`config.mk`:
```
export PLATFORM = sky130hd
export DESIGN_NAME = multi_cycle_ctrl_flat
export DESIGN_NICKNAME = d
export VERILOG_FILES = /design/src/rtl/multi_cycle_ctrl_if.sv /design/src/rtl/multi_cycle_ctrl.sv /design/src/flat_wrapper.sv
export SDC_FILE = /design/constraint.sdc
export NUM_CORES = 1
export LEC_CHECK = 0
export CAP_MARGIN = 10
export CORE_MARGIN = 4
export CORE_UTILIZATION = 49
export DETAILED_ROUTE_END_ITERATION = 16
export PLACE_DENSITY = 0.91
export RECOVER_POWER = 50
export SLEW_MARGIN = 20
export SYNTH_ARGS = -nofsm -noshare
export SYNTH_HDL_FRONTEND = slang
export SYNTH_SLANG_ARGS = --single-unit
```
`constraint.sdc`:
```
create_clock -name clk -period 5.14 [get_ports clk]
set_input_delay 0.514 -clock clk [delete_from_list [all_inputs] [get_ports clk]]
set_output_delay 0.514 -clock clk [all_outputs]
set_load 0.1 [all_outputs]
```
`src/rtl/multi_cycle_ctrl_if.sv`:
```
// Controller <-> datapath bundle for the MIPS-lite multi-cycle sequencer.
// The master side is the controller; the slave side is the datapath/bench.
interface multi_cycle_ctrl_if #(
  parameter int CNT_W = 32
);
  logic [5:0]       op;
  logic [5:0]       funct;
  logic             dm_ready;
  logic             PCWr;
  logic             IRWr;
  logic             RFWr;
  logic             DMWr;
  logic [2:0]       NPCOp;
  logic [1:0]       M1Sel;
  logic [1:0]       M2Sel;
  logic             M3Sel;
  logic [1:0]       EXTOp;
  logic [2:0]       ALUOp;
  logic [2:0]       state;
  logic             illegal;
  logic [CNT_W-1:0] instr_cnt;

  modport master (
    input  op, funct, dm_ready,
    output PCWr, IRWr, RFWr, DMWr, NPCOp, M1Sel, M2Sel, M3Sel, EXTOp, ALUOp,
           state, illegal, instr_cnt
  );

  modport slave (
    output op, funct, dm_ready,
    input  PCWr, IRWr, RFWr, DMWr, NPCOp, M1Sel, M2Sel, M3Sel, EXTOp, ALUOp,
           state, illegal, instr_cnt
  );
endinterface

```
`src/rtl/multi_cycle_ctrl.sv`:
```
// Multi-cycle sequencer for the MIPS-lite datapath: decodes op/funct into
// single-cycle select encodings and gates PC/IR/RF/DM writes per FSM state.
module multi_cycle_ctrl #(
  parameter int CNT_W = 32
) (
  input  logic                clk,
  input  logic                reset,
  multi_cycle_ctrl_if.master  bus
);

  typedef enum logic [2:0] {
    FETCH  = 3'd0,
    DECODE = 3'd1,
    EXEC   = 3'd2,
    MEM_RD = 3'd3,
    MEM_WR = 3'd4,
    WB     = 3'd5
  } state_e;

  localparam logic [5:0] OP_RTYPE = 6'b000000;
  localparam logic [5:0] OP_ORI   = 6'b001101;
  localparam logic [5:0] OP_LW    = 6'b100011;
  localparam logic [5:0] OP_SW    = 6'b101011;
  localparam logic [5:0] OP_BEQ   = 6'b000100;
  localparam logic [5:0] OP_LUI   = 6'b001111;
  localparam logic [5:0] OP_JAL   = 6'b000011;
  localparam logic [5:0] FN_ADDU  = 6'b100001;
  localparam logic [5:0] FN_SUBU  = 6'b100011;
  localparam logic [5:0] FN_SLTU  = 6'b101011;
  localparam logic [5:0] FN_JR    = 6'b001000;

  state_e           state_q, state_d;
  logic [CNT_W-1:0] cnt_q;

  logic       is_lw_s, is_sw_s, is_br_s, is_jal_s, is_ill_s;
  logic [2:0] npc_op_s, alu_op_s;
  logic [1:0] m1_sel_s, m2_sel_s, ext_op_s;
  logic       m3_sel_s;
  logic       pcwr_s, irwr_s, rfwr_s, dmwr_s, illegal_s;

  // Instruction decode: class flags plus the single-cycle select encodings.
  always_comb begin
    is_lw_s  = 1'b0;
    is_sw_s  = 1'b0;
    is_br_s  = 1'b0;
    is_jal_s = 1'b0;
    is_ill_s = 1'b0;
    npc_op_s = 3'b000;
    m1_sel_s = 2'b00;
    m2_sel_s = 2'b00;
    m3_sel_s = 1'b0;
    ext_op_s = 2'b00;
    alu_op_s = 3'b000;
    case (bus.op)
      OP_RTYPE: begin
        case (bus.funct)
          FN_ADDU: m1_sel_s = 2'b01;
          FN_SUBU: begin
            m1_sel_s = 2'b01;
            alu_op_s = 3'b001;
          end
          FN_SLTU: begin
            m1_sel_s = 2'b01;
            alu_op_s = 3'b011;
          end
          FN_JR: begin
            is_br_s  = 1'b1;
            npc_op_s = 3'b011;
          end
          default: is_ill_s = 1'b1;
        endcase
      end
      OP_ORI: begin
        m3_sel_s = 1'b1;
        ext_op_s = 2'b01;
        alu_op_s = 3'b010;
      end
      OP_LW: begin
        is_lw_s  = 1'b1;
        m2_sel_s = 2'b01;
        m3_sel_s = 1'b1;
      end
      OP_SW: begin
        is_sw_s  = 1'b1;
        m3_sel_s = 1'b1;
      end
      OP_BEQ: begin
        is_br_s  = 1'b1;
        npc_op_s = 3'b001;
      end
      OP_LUI: begin
        m3_sel_s = 1'b1;
        ext_op_s = 2'b10;
      end
      OP_JAL: begin
        is_jal_s = 1'b1;
        npc_op_s = 3'b010;
        m1_sel_s = 2'b10;
        m2_sel_s = 2'b10;
      end
      default: is_ill_s = 1'b1;
    endcase
  end

  // Write enables; PCWr fires once, in the last state of each instruction.
  always_comb begin
    pcwr_s    = 1'b0;
    irwr_s    = 1'b0;
    rfwr_s    = 1'b0;
    dmwr_s    = 1'b0;
    illegal_s = 1'b0;
    if (reset) begin
      pcwr_s = 1'b0;
    end else begin
      case (state_q)
        FETCH:  irwr_s = 1'b1;
        DECODE: begin
          pcwr_s    = is_ill_s;
          illegal_s = is_ill_s;
        end
        EXEC:   pcwr_s = is_br_s;
        MEM_RD: pcwr_s = 1'b0;
        MEM_WR: begin
          dmwr_s = 1'b1;
          pcwr_s = bus.dm_ready;
        end
        WB: begin
          rfwr_s = 1'b1;
          pcwr_s = 1'b1;
        end
        default: pcwr_s = 1'b0;
      endcase
    end
  end

  // Next-state sequencing; unused codes fall back to FETCH.
  always_comb begin
    state_d = FETCH;
    case (state_q)
      FETCH: state_d = DECODE;
      DECODE: begin
        if (is_jal_s) begin
          state_d = WB;
        end else if (is_ill_s) begin
          state_d = FETCH;
        end else begin
          state_d = EXEC;
        end
      end
      EXEC: begin
        if (is_lw_s) begin
          state_d = MEM_RD;
        end else if (is_sw_s) begin
          state_d = MEM_WR;
        end else if (is_br_s) begin
          state_d = FETCH;
        end else begin
          state_d = WB;
        end
      end
      MEM_RD: state_d = bus.dm_ready ? WB : MEM_RD;
      MEM_WR: state_d = bus.dm_ready ? FETCH : MEM_WR;
      WB:     state_d = FETCH;
      default: state_d = FETCH;
    endcase
  end

  // State register and retired-instruction counter.
  always_ff @(posedge clk) begin
    if (reset) begin
      state_q <= FETCH;
      cnt_q   <= '0;
    end else begin
      state_q <= state_d;
      if (pcwr_s) begin
        cnt_q <= cnt_q + {{(CNT_W-1){1'b0}}, 1'b1};
      end
    end
  end

  assign bus.PCWr      = pcwr_s;
  assign bus.IRWr      = irwr_s;
  assign bus.RFWr      = rfwr_s;
  assign bus.DMWr      = dmwr_s;
  assign bus.illegal   = illegal_s;
  assign bus.NPCOp     = npc_op_s;
  assign bus.M1Sel     = m1_sel_s;
  assign bus.M2Sel     = m2_sel_s;
  assign bus.M3Sel     = m3_sel_s;
  assign bus.EXTOp     = ext_op_s;
  assign bus.ALUOp     = alu_op_s;
  assign bus.state     = state_q;
  assign bus.instr_cnt = cnt_q;

endmodule

```
`src/flat_wrapper.sv`:
```
// flat-port wrapper written by rule: the top's interface ports become plain ports
module multi_cycle_ctrl_flat 
#(
  parameter int CNT_W = 32
)
  (clk, reset, bus_op, bus_funct, bus_dm_ready, bus_PCWr, bus_IRWr, bus_RFWr, bus_DMWr, bus_NPCOp, bus_M1Sel, bus_M2Sel, bus_M3Sel, bus_EXTOp, bus_ALUOp, bus_state, bus_illegal, bus_instr_cnt);
  multi_cycle_ctrl_if #(.CNT_W(CNT_W)) bus_i ();
  input  logic clk;
  input  logic reset;
  input wire logic [$bits(bus_i.op)-1:0] bus_op;
  input wire logic [$bits(bus_i.funct)-1:0] bus_funct;
  input wire logic [$bits(bus_i.dm_ready)-1:0] bus_dm_ready;
  output wire logic [$bits(bus_i.PCWr)-1:0] bus_PCWr;
  output wire logic [$bits(bus_i.IRWr)-1:0] bus_IRWr;
  output wire logic [$bits(bus_i.RFWr)-1:0] bus_RFWr;
  output wire logic [$bits(bus_i.DMWr)-1:0] bus_DMWr;
  output wire logic [$bits(bus_i.NPCOp)-1:0] bus_NPCOp;
  output wire logic [$bits(bus_i.M1Sel)-1:0] bus_M1Sel;
  output wire logic [$bits(bus_i.M2Sel)-1:0] bus_M2Sel;
  output wire logic [$bits(bus_i.M3Sel)-1:0] bus_M3Sel;
  output wire logic [$bits(bus_i.EXTOp)-1:0] bus_EXTOp;
  output wire logic [$bits(bus_i.ALUOp)-1:0] bus_ALUOp;
  output wire logic [$bits(bus_i.state)-1:0] bus_state;
  output wire logic [$bits(bus_i.illegal)-1:0] bus_illegal;
  output wire logic [$bits(bus_i.instr_cnt)-1:0] bus_instr_cnt;
  assign bus_i.op = bus_op;
  assign bus_i.funct = bus_funct;
  assign bus_i.dm_ready = bus_dm_ready;
  assign bus_PCWr = bus_i.PCWr;
  assign bus_IRWr = bus_i.IRWr;
  assign bus_RFWr = bus_i.RFWr;
  assign bus_DMWr = bus_i.DMWr;
  assign bus_NPCOp = bus_i.NPCOp;
  assign bus_M1Sel = bus_i.M1Sel;
  assign bus_M2Sel = bus_i.M2Sel;
  assign bus_M3Sel = bus_i.M3Sel;
  assign bus_EXTOp = bus_i.EXTOp;
  assign bus_ALUOp = bus_i.ALUOp;
  assign bus_state = bus_i.state;
  assign bus_illegal = bus_i.illegal;
  assign bus_instr_cnt = bus_i.instr_cnt;
  multi_cycle_ctrl #(.CNT_W(CNT_W)) u_core (.clk(clk), .reset(reset), .bus(bus_i));
endmodule
```
# Word level (Yosys, flattened, before mapping)
# Cells that the tools add are included.
# W data, S select, Z words.
[totals]
latchBits = 0
register_bits = 35
mem_count = 0
inputBits = 15
mem_bits_ro = 0
elab_cells = 58
ramBits = 0
out_inout_bits = 53
[classes]
n_mul = 0
bitwise = 0
order_cmp = 0
n_shift = 0
eq_ne = 15
mux = 34
reduce_logical = 6
add_sub_neg = 1
n_div = 0
[op_table]
columns = ["operator", "count"]
rows = [
  ["$add A32 B1 Y32 const B", 1],
  ["$eq A6 B6 Y1 const B", 5],
  ["$eq A6 B4 Y1 const B", 3],
  ["$mux W3", 6],
  ["$mux W1", 16],
  ["$pmux W2 S2", 4],
  ["$pmux W3 S5", 1],
  ["$pmux W3 S3", 1],
  ["$reduce_or A4 Y1", 2],
  ["$eq A3 B2 Y1 const B", 2],
  ["$eq A3 B3 Y1 const B", 2],
  ["$eq A6 B2 Y1 const B", 1],
  ["$eq A6 B3 Y1 const B", 1],
  ["$logic_not A6 Y1", 1],
  ["$pmux W3 S2", 1],
  ["$reduce_or A6 Y1", 1],
  ["$mux W2", 2],
  ["$pmux W1 S2", 2],
  ["$pmux W1 S4", 1],
  ["$eq A3 B1 Y1 const B", 1],
  ["$logic_not A3 Y1", 1],
  ["$reduce_or A3 Y1", 1],
]

# Depth between registers and ports, before layout
# Gate-level depths: netlist (run 1).
[depth]
ltp_word = 7
ltp_mapped = 8
mapped_depth_nobuf = 6

# Worst setup path before layout (run 1)
# No wires, ideal clock.
[synth_timing]
path_type = "input to output"
startpoint = "input port bus_op[4]"
endpoint = "output port bus_ALUOp[1]"
t_required_ns = 4.626
n_path_buf = 0
arrival_time_ns = 4.286
path_slack_ns = 0.340
cell_stages = 2
cell_sequence = "nor4_1 -> a21o_1"
[synth_between]
elab_chain_cells = 2
word_cells_on_any_way = 3
cone_classes = "1 x eq/ne; 1 x mux; 1 x reduce/logical"
[synth_rtl]
columns = ["element", "line_no", "text"]
rows = [
  ["start: declaration", "flat_wrapper.sv:10", "input wire logic [$bits(bus_i.op)-1:0] bus_op;"],
  ["$eq A6 B4 Y1 / $logic_not A6 Y1 (equally long branches)", "multi_cycle_ctrl.sv:54", "case (bus.op)"],
  ["$pmux W3 S2 *", "multi_cycle_ctrl.sv:54", ""],
  ["end: declaration", "flat_wrapper.sv:22", "output wire logic [$bits(bus_i.ALUOp)-1:0] bus_ALUOp;"],
]
# Mark *: on every way between the ends. The rest lies on a longest branch, timed or not.

# Worst setup path in the final report (run 1)
[layout_timing]
startpoint = "input port bus_op[5]"
endpoint = "output port bus_illegal"
[layout_between]
elab_chain_cells = 5
word_cells_on_any_way = 11
cone_classes = "6 x eq/ne; 3 x mux; 2 x reduce/logical"
[layout_rtl]
columns = ["element", "line_no", "text"]
rows = [
  ["$eq A6 B3 Y1 (tied with other cells)", "multi_cycle_ctrl.sv:54", ""],
  ["$reduce_or A6 Y1 (no source line)", "--", ""],
  ["$pmux W1 S2 *", "multi_cycle_ctrl.sv:54", ""],
  ["$mux W1 *", "multi_cycle_ctrl.sv:115", "case (state_q)"],
  ["$mux W1 *", "multi_cycle_ctrl.sv:112", "if (reset) begin"],
  ["end: declaration", "flat_wrapper.sv:24", "output wire logic [$bits(bus_i.illegal)-1:0] bus_illegal;"],
]
# Marked as above.

==> results.md, run 1 <==
* Syn Std Cell Area at approximately 2000 um2
* Hold-fix buffer count after cts at 0
* First-iteration detailed-routing DRC count at ~170
* Critical Path Source Type: input pin
* Mapped Cells at ~270
* Pwr per Cell Area at ~210 nW/um2
* Worst R2R End: u_core.bus.instr_cnt[9]
* CP max-delay cell: clkdlybuf4s50_1
* Slew @ Worst Pin at 1.005 ns
* N_diodes at 0
* Final net count at around 340
* Reg2reg start: u_core.bus.state[0]
* Count of pins over their slew limit at 0
* VDD IR max at about 160 uV
* Yosys warnings at 0
* Crit path max fanout at 8
* Area of the multi-input gates at approximately 1200 um2
* Hold/Removal Path Class: register to register
* Vias in the first global route at 2046
* Drt drc at 0
* TritonRoute pass-1 iters at 4
* Initial cell density of the core at between 50% and 60%
* Status: finished clean
* CP max stage delay at between 1 and 1.5 ns
* Max Buffers Root-to-Sink at 2
* Setup TNS at 0 ns
* Max Cap Viol at 0
* Die height at roughly 73 um
* Total CTS buffers at 5
* Total routed wirelength at roughly 5.4 mm
* Detail Placement HPWL at a little under 4 mm
* Skew-Pair Late Insertion Delay at approximately 0.28 ns
* WS Path Type: input pin to output port
* Layout cell share with drive strength beyond 1 at about 3.4%
* Part of the Yosys area used for sequential elements at roughly a third
* Number of distinct library cells after synthesis at 39
* Vias at 2243
* Hold Path End: u_core.bus.instr_cnt[31]
* Fmax achieved at approximately 0.26 GHz
* Min-delay src: u_core.bus.instr_cnt[31]
* CP endpoint kind: output port
* Rows at 23
* Most frequent cells in the layout: dlygate4sd3_1 (36), dfxtp_1 (35), a21oi_1 (33)
* GRT Util Overall at 20.61%
* IO Pins at just under 70
* Average vias per placed instance at around 6.0
* Root Driver: clkbuf_8
* Placement Cell Area at about 2700 um2
* Tmin final at around 3.8 ns
* Syn_area_per_cell at slightly below 8 um2
* Die footprint at about 5300 um2
* WP buf/inv at 2
* Core region area at around 4000 um2
* Fill cells at 352
* Port bufs at 65
* Synthesized flop and latch total at 35
* Reg area at around 700 um2
* Final RePlAce weighted congestion at between 0.7 and 0.8
* Commonest non-fill, non-tap cell in the layout: dlygate4sd3_1
* WP data required at around 4.6 ns
* Ys flop type: dfxtp_1
* Clock Pin Slew Worst Setup and Hold Paths at around 0.070 ns
* Tot Pwr at around 580 uW
* Die width at 72.71 um
* Final hold vios at 0
* EDFF count, synth at 0
* Setup Skew at between 0.004 and 0.005 ns
* Leakage at a little under 0.001 uW
* Global route overflow at 0
* Cts repair resizes at 0
* RSZ-0062 raised after global routing: false
* Final Cell Area at 2733 um2
* Wire length per cell at 14.40 um
* CP Data Arrival Time at 3.30 ns
* Delay-heaviest family, CP: buffers and inverters
* Global-route wire length before repair at slightly below 9 mm
* H-tree depth at 2
* CP Cell Sequence: dlygate4sd3_1 > nor4_1 > and2_0 > a221oi_1 > nand2_1 > nor3_1 > clkdlybuf4s50_1
* Post-synth ARST share at 0%
* Largest net degree at the start of global routing at 34
* Worst hold path depth at 2
* Antenna violations before repair at 0
* CTS Sinks at 35
* Postcts setup bufs at 0
* Final ANT Viol Nets at 0
* R2R depth at 6
* Fin crit share at roughly three quarters
* Final Setup Violations at 0
* CTS tree: done
* Slew headroom at between 30% and 40%
* Syn-to-layout area delta at 33.17%
* Worst reg2reg setup slack at about 2.3 ns
## per-layer routing
layer	track usage [%]	wire (um)	part of all wire (%)
met1	23.68	2232	41
met2	35.87	2748	51
met3	5.785	347	6.4
met4	8.197	86	1.6
met5	0	0	0
## Yosys cell counts (2+ instances only)
library cell / n / area, um2
or3_1: 22 / 137.6
dfxtp_1: 35 / 700.7
buf_4: 4 / 30.03
o21ai_0: 23 / 115.1
and4_1: 4 / 35.03
a21oi_1: 33 / 165.2
nand3_1: 21 / 105.1
nand4_1: 7 / 43.79
or4_1: 10 / 75.07
nor2_1: 11 / 41.29
buf_6: 2 / 22.52
nand2b_1: 3 / 18.77
nor2b_1: 5 / 31.28
mux2i_1: 2 / 20.02
and2_1: 4 / 25.02
nand2_1: 19 / 71.32
nor3b_1: 2 / 15.01
and3_1: 4 / 25.02
o31ai_1: 9 / 67.56
inv_1: 6 / 22.52
clkbuf_1: 11 / 41.29
nor3_1: 8 / 40.04
nor4_1: 6 / 37.54
## logic make-up after synthesis
logic type               after synthesis  share of synthesized area (%)
AND/OR/NAND/NOR                      129                          35.85
AO/OA/AOI/OAI                         74                          21.89
flip-flops                            35                          34.15
buffers and inverters                 24                          5.914
multiplexers                           2                         0.9756
adder cells (fa/ha/maj)                1                         0.6097
other                                  1                         0.1828
XOR/XNOR                               1                         0.4269
## stage by stage
step	util (%)	cells	hold WS (ns)	worst slack, ns
detailed placement	66.77	368	0.4875	1.359
CTS	68.79	376	0.5009	1.358
finish	67.83	376	0.4963	1.324
global placement	66.77	368	0.4628	1.471
floorplan	-	268	0.7509	0.3399
global route	67.83	376	0.5108	1.104
## worst reg2reg max path: stages, from the launching register on
cell,delay [ns]
dfxtp_1,0.52
nor2b_1,0.12
and2_1,0.18
a221oi_1,0.65
clkbuf_1,0.82
o21ai_0,0.28
a21oi_1,0.17
## power by group
part           internal (uW)  switching (uW)  leakage (uW)  total (uW)
clock                   95.0            94.0     0.0000422         189
sequential               274            4.40      0.000282         278
combinational           28.3            82.3      0.000654         111
## sequential cells by signal, summed over array words and instances (netlist names)
register and count:
u_core.bus.instr_cnt 32, u_core.bus.state 3
## how the worst max path moves through the flow
stage,startpoint,to,slack [ns],depth (start not counted)
6_report,bus_op[5],bus_illegal,1.32,7
4_1_cts,bus_op[5],bus_ALUOp[1],1.36,6
3_5_place_dp,bus_op[5],bus_ALUOp[1],1.36,6
3_3_place_gp,bus_op[5],bus_illegal,1.47,7
2_1_floorplan,bus_op[4],bus_ALUOp[1],0.34,2
5_1_grt,bus_op[5],u_core.bus.instr_cnt[9],1.10,8
## final cells by class
class,instances,area share [%]
timing repair buffer,68,24.40
clock inverter,1,0.1832
multi-input combinational,209,43.86
sequential,35,25.64
clock buffer,7,2.793
tap,50,2.289
inverter,6,0.8242
No activity file was read; power rests on OpenSTA's default activity.
==> inputs of run 2 (changes only) <==
--- a/config.mk
+++ b/config.mk
@@ -7,9 +7,9 @@
 export LEC_CHECK = 0
 export CAP_MARGIN = 10
 export CORE_MARGIN = 4
-export CORE_UTILIZATION = 49
+export CORE_UTILIZATION = 41
 export DETAILED_ROUTE_END_ITERATION = 16
-export PLACE_DENSITY = 0.91
+export PLACE_DENSITY = 0.82
 export RECOVER_POWER = 50
 export SLEW_MARGIN = 20
 export SYNTH_ARGS = -nofsm -noshare
==> constraint.sdc (replaced) <==
create_clock -name clk -period 3.33 [get_ports clk]
set_input_delay 0.333 -clock clk [delete_from_list [all_inputs] [get_ports clk]]
set_output_delay 0.333 -clock clk [all_outputs]
set_load 0.1 [all_outputs]
==> run 2 against run 1 <==
- clock power rose by 55%
- first-iteration DRC count down 23%
- wire length up 1.6%
- largest cell class unchanged
- largest power group unchanged
==> results.md, run 2 (synthesis gave the netlist of run 1 again) <==
* Status: finished clean (unchanged)
* Leakage at 0.001018 uW (was 0.0009788 uW)
* Post-route setup slack at 0.3797 ns (was 1.324 ns)
* Fin crit share at between 80 and 90%
* Tot Pwr at 908.9 uW (was 578.0 uW)
* Pwr per Cell Area at 322.1 nW/um2 (was 211.5 nW/um2)
* Slew @ Worst Pin at 1.192 ns (was 1.005 ns)
* TritonRoute pass-1 iters at 4 (unchanged)
* Core region area at 4786 um2 (was 4029 um2)
* Fmax achieved at between 0.3 and 0.4 GHz
* Skew-Pair Late Insertion Delay at 0.28 ns (about the same)
* Postcts setup bufs at 0 (unchanged)
* Final RePlAce weighted congestion at 0.7859 (was 0.7661)
* Largest net degree at the start of global routing at 64 (was 34)
* Final ANT Viol Nets at 0 (unchanged)
* Detail Placement HPWL at 4.000 mm (was 3.947 mm)
* Max Used Layer: met4 (unchanged)
* Max Cap Viol at 0 (unchanged)
* Count of pins over their slew limit at 0 (unchanged)
* WP data required at 3.00 ns (was 4.63 ns)
* Syn-to-layout area delta at 37.50% (was 33.17%)
* Die height at 78.75 um (was 72.71 um)
* Slew headroom at 20.91% (was 32.79%)
* Final net count at 340 (was 341)
* CTS Sinks at 35 (unchanged)
* WL met1 at 2.375 mm (was 2.232 mm)
* Rows at 25 (was 23)
* Drt drc at 0 (unchanged)
* Most frequent cells in the layout: dfxtp_1 (35), dlygate4sd3_1 (34), a21oi_1 (33) (was dlygate4sd3_1 (36), dfxtp_1 (35), a21oi_1 (33))
* Critical Path Source Type: input pin (unchanged)
* Final core occ at 58.95% (was 67.83%)
* Met3 wire length at 415 um (was 347 um)
* CP Data Arrival Time at 2.62 ns (was 3.30 ns)
* Global route overflow at 0 (unchanged)
* Max reg flops at 32 (unchanged)
* Commonest non-fill, non-tap cell in the layout: dfxtp_1 (was dlygate4sd3_1)
* Wire length per cell at 14.03 um (was 14.40 um)
* CP endpoint kind: output port (unchanged)
* Vias at 2243 (unchanged)
* Setup Skew at 0.006561 ns (was 0.004238 ns)
* CTS tree: done (unchanged)
* Die footprint at 6201 um2 (was 5287 um2)
* WS Path Type: input pin to output port (unchanged)
* H-tree depth at 2 (unchanged)
* Average vias per placed instance at 5.722 (was 5.965)
* VDD IR max at 345.9 uV (was 163.2 uV)
* Cts repair resizes at 0 (unchanged)
* Pre-CTS setup slack at 0.4327 ns (was 1.359 ns)
* Final Setup Violations at 0 (unchanged)
* Tmin final at around 3 ns
* IO Pins at 68 (unchanged)
* Port bufs at 65 (unchanged)
* RSZ-0062 raised after global routing: false (unchanged)
* Total routed wirelength at 5.501 mm (was 5.414 mm)
* Met2 Wirelength at 2.670 mm (was 2.748 mm)
* First-iteration detailed-routing DRC count at 127 (was 165)
* Root Driver: clkbuf_8 (unchanged)
* Crit path max fanout at 63 (was 8)
* N_diodes at 0 (unchanged)
* Total CTS buffers at 5 (unchanged)
* Clock Pin Slew Worst Setup and Hold Paths at 0.07 ns (about the same)
* Global-route wire length before repair at 9.121 mm (was 8.776 mm)
* Max Buffers Root-to-Sink at 2 (unchanged)
* Hold-fix buffer count after cts at 0 (unchanged)
* Antenna violations before repair at 0 (unchanged)
* Vias in the first global route at 2058 (was 2046)
* Die width at 78.75 um (was 72.71 um)
* Layout cell share with drive strength beyond 1 at 9.846% (was 3.374%)
* Initial cell density of the core at 42.88% (was 50.93%)
* Hold/Removal Path Class: register to register (unchanged)
* Worst reg2reg setup slack at 1.11 ns (was 2.34 ns)
* Final hold vios at 0 (unchanged)
* GRT Util Overall at 18.04% (was 20.61%)
==> run 2: layout make-up <==
| type | count | area (um2) |
|---|---|---|
| inverter | 6 | 22.52 |
| clock inverter | 3 | 15.01 |
| timing repair buffer | 67 | 666.9 |
| clock buffer | 5 | 68.82 |
| tap | 67 | 83.83 |
| sequential | 35 | 700.7 |
| multi-input combinational | 209 | 1264 |
| fill | 456 | 1964 |
==> run 2: worst paths after layout <==
kind	from	end	depth (start not counted)
max	bus_op[5]	bus_PCWr	8
min	u_core.bus.instr_cnt[31]	u_core.bus.instr_cnt[31]	2
max reg2reg	u_core.bus.instr_cnt[8]	u_core.bus.instr_cnt[29]	5
min reg2reg	u_core.bus.instr_cnt[31]	u_core.bus.instr_cnt[31]	2
==> run 2: power breakdown <==
part	total, uW	switching (uW)	internal [uW]
Combinational	186	132	54.4
Clock	293	150	143
Sequential	430	7.44	423
==> run 2: critical path: stages <==
cell           delay [ns]
dlygate4sd3_1        0.66
nor4_1               0.40
and2_1               0.22
a221oi_2             0.10
a221oi_4             0.35
buf_12               0.27
nor2_2               0.07
buf_12               0.20
==> run 2: through the flow <==
stage / hold slack, ns / cell area [um2] / instances / TNS [ns]
after global placement: 0.4642 / 2765 / 384 / 0
after CTS: 0.4870 / 2849 / 392 / 0
after detailed placement: 0.4756 / 2765 / 384 / 0
after floorplan: 0.5699 / 2092 / 268 / -0.1029
final: 0.4852 / 2821 / 392 / 0
after global routing: 0.5199 / 2821 / 392 / 0
==> run 2: layer usage <==
layer  vias up  GRT usage (%)
met2        75          31.15
met4         0          4.371
met5         -              0
met3         4          5.896
li1       1121              -
met1      1043          21.56
